File: config.mk
export PLATFORM = sky130hd
export DESIGN_NAME = imm_gen_pipe
export DESIGN_NICKNAME = d
export VERILOG_FILES = /design/src/rtl/imm_gen_pipe.sv
export SDC_FILE = /design/constraint.sdc
export NUM_CORES = 1
export LEC_CHECK = 0
export BUFFER_PORTS_ARGS = -buffer_cell sky130_fd_sc_hd__buf_2
export CAP_MARGIN = 20
export CORE_MARGIN = 1.5
export CORE_UTILIZATION = 54
export DETAILED_ROUTE_END_ITERATION = 8
export PLACE_DENSITY = 0.95
export SYNTH_ARGS = -nofsm -noshare
export SYNTH_HDL_FRONTEND = slang
export SYNTH_SLANG_ARGS = --single-unit
File: constraint.sdc
create_clock -name clk -period 5.45 [get_ports clk]
set_input_delay 0.8175 -clock clk [delete_from_list [all_inputs] [get_ports clk]]
set_output_delay 0.8175 -clock clk [all_outputs]
set_load 0.02 [all_outputs]
File: src/rtl/imm_gen_pipe.sv
// Immediate generator with a one-deep skid buffer: decodes RV immediates and, with
// IMM_GEN_TGT_EN defined, the branch/jump target pc_in + imm; otherwise out_tgt is 0.
module imm_gen_pipe #(
    parameter int XLEN = 32
) (
    input  logic            clk,
    input  logic            rst,
    input  logic            in_valid,
    output logic            in_ready,
    input  logic [31:0]     instr_in,
    input  logic [2:0]      imm_sel,
    input  logic [XLEN-1:0] pc_in,
    output logic            out_valid,
    input  logic            out_ready,
    output logic [XLEN-1:0] out_imm,
    output logic [XLEN-1:0] out_tgt,
    output logic            out_illegal
);

    localparam logic [2:0] SEL_NONE = 3'b000;
    localparam logic [2:0] SEL_I    = 3'b001;
    localparam logic [2:0] SEL_S    = 3'b010;
    localparam logic [2:0] SEL_B    = 3'b011;
    localparam logic [2:0] SEL_U    = 3'b100;
    localparam logic [2:0] SEL_J    = 3'b101;
    localparam logic [2:0] SEL_CSR  = 3'b110;
    localparam logic [2:0] SEL_ILL  = 3'b111;

    // Each format is gathered into a signed field of its natural width, so the
    // size cast to XLEN performs the sign extension.
    function automatic logic signed [XLEN-1:0] decode_imm(input logic [31:0] instr,
                                                          input logic [2:0]  sel);
        logic signed [XLEN-1:0] imm;
        logic signed [11:0]     i12;
        logic signed [11:0]     s12;
        logic signed [12:0]     b13;
        logic signed [31:0]     u32;
        logic signed [20:0]     j21;
        i12 = instr[31:20];
        s12 = {instr[31:25], instr[11:7]};
        b13 = {instr[31], instr[7], instr[30:25], instr[11:8], 1'b0};
        u32 = {instr[31:12], 12'b0};
        j21 = {instr[31], instr[19:12], instr[20], instr[30:21], 1'b0};
        imm = '0;
        case (sel)
            SEL_NONE: imm = '0;
            SEL_I:    imm = XLEN'(i12);
            SEL_S:    imm = XLEN'(s12);
            SEL_B:    imm = XLEN'(b13);
            SEL_U:    imm = XLEN'(u32);
            SEL_J:    imm = XLEN'(j21);
            SEL_CSR:  imm = $signed(XLEN'(instr[19:15]));
            SEL_ILL:  imm = '0;
            default:  imm = '0;
        endcase
        return imm;
    endfunction

    // ---- stage p0: combinational decode of the offered instruction ----
    logic signed [XLEN-1:0] imm_p0;
    logic                   ill_p0;
    logic                   in_xfer;
    logic                   load_out;

    assign imm_p0   = decode_imm(instr_in, imm_sel);
    assign ill_p0   = (imm_sel == SEL_ILL);
    assign in_xfer  = in_valid && in_ready;

    // ---- stage p1: main output register plus skid register ----
    logic                   vld_p1;
    logic signed [XLEN-1:0] imm_p1;
    logic                   ill_p1;
    logic                   vld_skid;
    logic signed [XLEN-1:0] imm_skid;
    logic                   ill_skid;

    // OUT may take new data when it is empty or being drained this cycle.
    assign load_out = !vld_p1 || out_ready;

`ifdef IMM_GEN_TGT_EN
    logic [XLEN-1:0] tgt_p0;
    logic [XLEN-1:0] tgt_p1;
    logic [XLEN-1:0] tgt_skid;

    assign tgt_p0 = pc_in + $unsigned(imm_p0);
`endif

    always_ff @(posedge clk) begin
        if (rst) begin
            vld_p1   <= 1'b0;
            vld_skid <= 1'b0;
            imm_p1   <= '0;
            ill_p1   <= 1'b0;
`ifdef IMM_GEN_TGT_EN
            tgt_p1   <= '0;
`endif
        end else if (load_out) begin
            if (vld_skid) begin
                vld_p1   <= 1'b1;
                imm_p1   <= imm_skid;
                ill_p1   <= ill_skid;
`ifdef IMM_GEN_TGT_EN
                tgt_p1   <= tgt_skid;
`endif
                vld_skid <= 1'b0;
            end else if (in_xfer) begin
                vld_p1   <= 1'b1;
                imm_p1   <= imm_p0;
                ill_p1   <= ill_p0;
`ifdef IMM_GEN_TGT_EN
                tgt_p1   <= tgt_p0;
`endif
            end else begin
                vld_p1   <= 1'b0;
            end
        end else if (in_xfer) begin
            vld_skid <= 1'b1;
            imm_skid <= imm_p0;
            ill_skid <= ill_p0;
`ifdef IMM_GEN_TGT_EN
            tgt_skid <= tgt_p0;
`endif
        end
    end

    assign in_ready    = !vld_skid;
    assign out_valid   = vld_p1;
    assign out_imm     = imm_p1;
    assign out_illegal = ill_p1;

`ifdef IMM_GEN_TGT_EN
    assign out_tgt = tgt_p1;
    logic unused_opcode;
    assign unused_opcode = ^instr_in[6:0];
`else
    assign out_tgt = '0;
    logic unused_inputs;
    assign unused_inputs = ^{instr_in[6:0], pc_in};
`endif

endmodule

Yosys cells after proc, flatten, opt, wreduce, memory -nomap -nowiden --
Cells that the tools add are included.
Word-level totals: bits in registers 68, bits of input ports 71, output and inout port bits 67, logic and storage cells 32
Operators by class: equality and inequality tests 7, mux-type cells 7, bitwise gates (word level) 2, reduce and logical (&&, ||, !) cells 10
Operators with widths (count):
- $pmux W32 S7 | 1
- $mux W32 | 2
- $eq A3 B3 Y1 const B | 4
- $eq A3 B2 Y1 const B | 2
- $mux W1 | 4
- $reduce_or A2 Y1 | 2
- $eq A3 B1 Y1 const B | 1
- $logic_not A3 Y1 | 1
- $reduce_and A3 Y1 | 1
- $logic_not A1 Y1 | 2
- $not A1 Y1 | 2
- $reduce_and A2 Y1 | 1
- $reduce_bool A2 Y1 | 1
- $logic_and A1 B1 Y1 | 1
- $logic_or A1 B1 Y1 | 1

Logic depth before layout (Yosys ltp) --
word-level depth 5, depth in mapped cells 5, depth with buffers taken out 3

Least setup slack after synthesis --
Ideal clock, no wire load.
path type in2reg, from input port out_ready, to register ill_skid (enable), library setup time 0.393 ns, data arrival time 1.807 ns, required time 5.057 ns, slack 3.250 ns, stages on the path 2, cells stage by stage nor2b_1 -> and3_1
Between the ends: word-level cells in the longest chain between the ends 3
Ends and longest elaborated chain:
- start: declaration | line 14 | input logic out_ready,
- $logic_or A1 B1 Y1 | line 78 | assign load_out = !vld_p1 || out_ready;
- $not A1 Y1 (no line)
- $reduce_and A3 Y1 (no line)
- end signal: assignment | line 119 | ill_skid <= ill_p0;
- end: declaration | line 75 | logic ill_skid;
No other way between the ends. A chain may end at the register's enable or synchronous reset.

==> flow_summary.json <==
{
  "cp-end-kind": "flip-flop",
  "grt_use_total_pct": 24.4,
  "wl_per_cell_um": 18.4,
  "power_density_mw_per_mm2": 290,
  "die_w_um": 86.3,
  "path_clk_slew_ps": 70,
  "worst_pin_slew_ps": 1010,
  "critPathSlowestCell": "clkinv_1",
  "ys_top_cells_by_area": "edfxtp_1, dfxtp_1, buf_4, o32ai_1, o2111ai_1",
  "synthArstFlopShare_pct": 0,
  "drc": 0,
  "vias": 3152,
  "path_cells": "buf_2 -> clkinv_1 -> nand3_1 -> o32ai_1",
  "yosys_register_bits": 68,
  "via_per_inst": 6.46,
  "min_period_ps": 2620,
  "crit_arrival_ps": 2840,
  "hold_viol": 0,
  "critPathKind": "in -> reg",
  "drtIter0Drc": 304,
  "rsz0062_at_grt": "false",
  "rows": 30,
  "yosysTopAreaCellShare_pct": 26.5,
  "dp_cells": 471,
  "grt_pass1_wl_um": 14000,
  "status": "finished, final reports clean",
  "finalWeightedCongestion": 0.807,
  "htree_levels": 3,
  "ant_nets": 0,
  "cp_slowest_stage_delay_ps": 870,
  "holdBufCountCts": 0,
  "clock_skew_ps": 7.21,
  "n_fill_cell": 543,
  "io_pins": 138,
  "die_area_mm2": 0.00744,
  "final_cells": 488,
  "hold_path_class": "reg -> reg",
  "period_share_pct": 48.1,
  "cp-start-kind": "input port",
  "yosysWarnings": 0,
  "synth_top_area_cell": "edfxtp_1",
  "area.growth.synth_to_final_pct": 9.73,
  "dpl.hpwl_um": 5550,
  "multi_input_area_mm2": 0.00164,
  "die_h_um": 86.3,
  "drive_above_1_share_pct": 24.8,
  "p_leak_uw": 0.00167,
  "clock_latency_ps": 350,
  "finalNetCount": 474,
  "syn_area_per_cell_um2": 10.3,
  "cts_setup_buffers": 0,
  "insertedDiodeCount": 0,
  "overflow": 0,
  "grt_max_degree": 36,
  "slew_headroom_pct": 32.5,
  "seq_area_frac_synth_pct": 45.2,
  "slew_viol_final": 0,
  "final_cell_mix": "buf_2, dfxtp_1, edfxtp_1",
  "max_freq_mhz": 381,
  "start_util_pct": 55.4,
  "cts_resized": 0,
  "yosys.cell_types.count": 43,
  "synth_flop_cell": "dfxtp_1",
  "cts-root-buf": "clkbuf_8",
  "antenna_found_initial": 0,
  "drt_wl_total_um": 8970,
  "syn_inst": 362,
  "io_buffer_count": 66,
  "synth_edf_count": 33,
  "cts_made_buffers": 9,
  "core_mm2": 0.00676,
  "final_common_cell": "buf_2",
  "cp.required_ps": 5670,
  "synthesis.area_mm2": 0.00374,
  "max-clock-path-buffers": 2,
  "ir_worst_vdd_uv": 166,
  "maxCapViolCount": 0,
  "cts_tree": "yes",
  "dr.pass1.iters": 5,
  "setup_viol": 0,
  "cts_sinks": 68,
  "grt_pass1_vias": 2700,
  "cp_max_fo": 32,
  "totalNegativeSetupSlack_ps": 0,
  "area.sequential_mm2": 0.00169
}
==> sequential cells by signal, indices dropped and copies added (netlist names) <==
register and flops:
imm_skid 32, out_imm 32, out_valid 1, out_illegal 1, ill_skid 1, vld_skid 1
==> critical path, delay by kind of cell <==
family	cells	cell delay [ps]
AOI/OAI and AO/OA	1	160
and+or+nand+nor	1	480
buffers and inverters	2	1360
==> routing by layer <==
layer / vias to the layer above / routed length, um / GRT usage, %
li1: 1413 / - / -
met1: 1502 / 3730 / 34.7
met2: 213 / 4200 / 36.4
met3: 24 / 843 / 5.52
met4: 0 / 204 / 9.53
met5: - / 0 / 0
==> kinds of logic (layout without fill, tap and decap cells) <==
group / count (synthesis) / after routing / share of synthesized area, %
other: 1 / 32 / 0.100
flip-flops: 68 / 68 / 45.2
AO/OA/AOI/OAI: 97 / 97 / 20.8
AND/OR/NAND/NOR: 96 / 96 / 18.4
multiplexers: 5 / 5 / 1.37
buffers and inverters: 95 / 110 / 14.2
==> cell type report <==
type | instances | area share, %
clock inverter | 6 | 1.55
sequential | 68 | 41.2
timing repair buffer | 71 | 9.45
clock buffer | 10 | 3.35
inverter | 23 | 2.10
multi-input combinational | 230 | 39.9
tap | 80 | 2.44
==> stage by stage <==
step / total power (uW) / hold WS, ps / setup WS, ps / cell area, um^2 / utilization [%]
floorplan: 743 / 472 / 3250 / 3860 / -
global placement: 770 / 465 / 2680 / 3880 / 57.4
detailed placement: 778 / 465 / 2570 / 3880 / 57.4
CTS: 1190 / 476 / 2570 / 4080 / 60.4
global route: 1230 / 500 / 2730 / 4110 / 60.8
finish: 1190 / 472 / 2830 / 4110 / 60.8
==> synthesized netlist by cell type, types with 2 or more instances <==
master	instances
a21o_1	8
a221oi_1	8
a21oi_1	13
mux2i_1	4
and2b_1	2
buf_2	18
and4b_1	2
or3_1	13
nor4_1	3
nor2_1	4
nor4_2	9
and3_1	3
and2_1	7
nor2b_1	8
and3b_1	2
and4bb_1	8
o2111ai_1	20
o211ai_1	6
or2_1	2
nand3_1	2
and4bb_2	2
nor4bb_1	4
a311oi_1	8
buf_4	38
o2bb2ai_1	4
nand4_1	2
clkbuf_1	13
edfxtp_1	33
nand2_1	19
dfxtp_1	35
a211oi_1	5
o32ai_1	24
inv_1	22
nand2b_1	2
==> power by group <==
| part | total, uW | internal (uW) | switching [uW] |
|---|---|---|---|
| sequential | 568 | 558 | 9.74 |
| combinational | 205 | 70.0 | 135 |
| clock | 419 | 223 | 197 |
| total | 1190 | 851 | 342 |
==> path summary, 6_finish.rpt <==
check | cells past startpoint | startpoint | slack, ps | endpoint
hold / removal | 2 | out_imm[28] | 470 | out_imm[28]
setup reg to reg | 4 | vld_skid | 3350 | out_imm[2]
setup / recovery | 4 | rst | 2830 | out_imm[2]
hold reg to reg | 2 | out_imm[28] | 470 | out_imm[28]
Note: power is estimated with default switching activity, not from simulation.
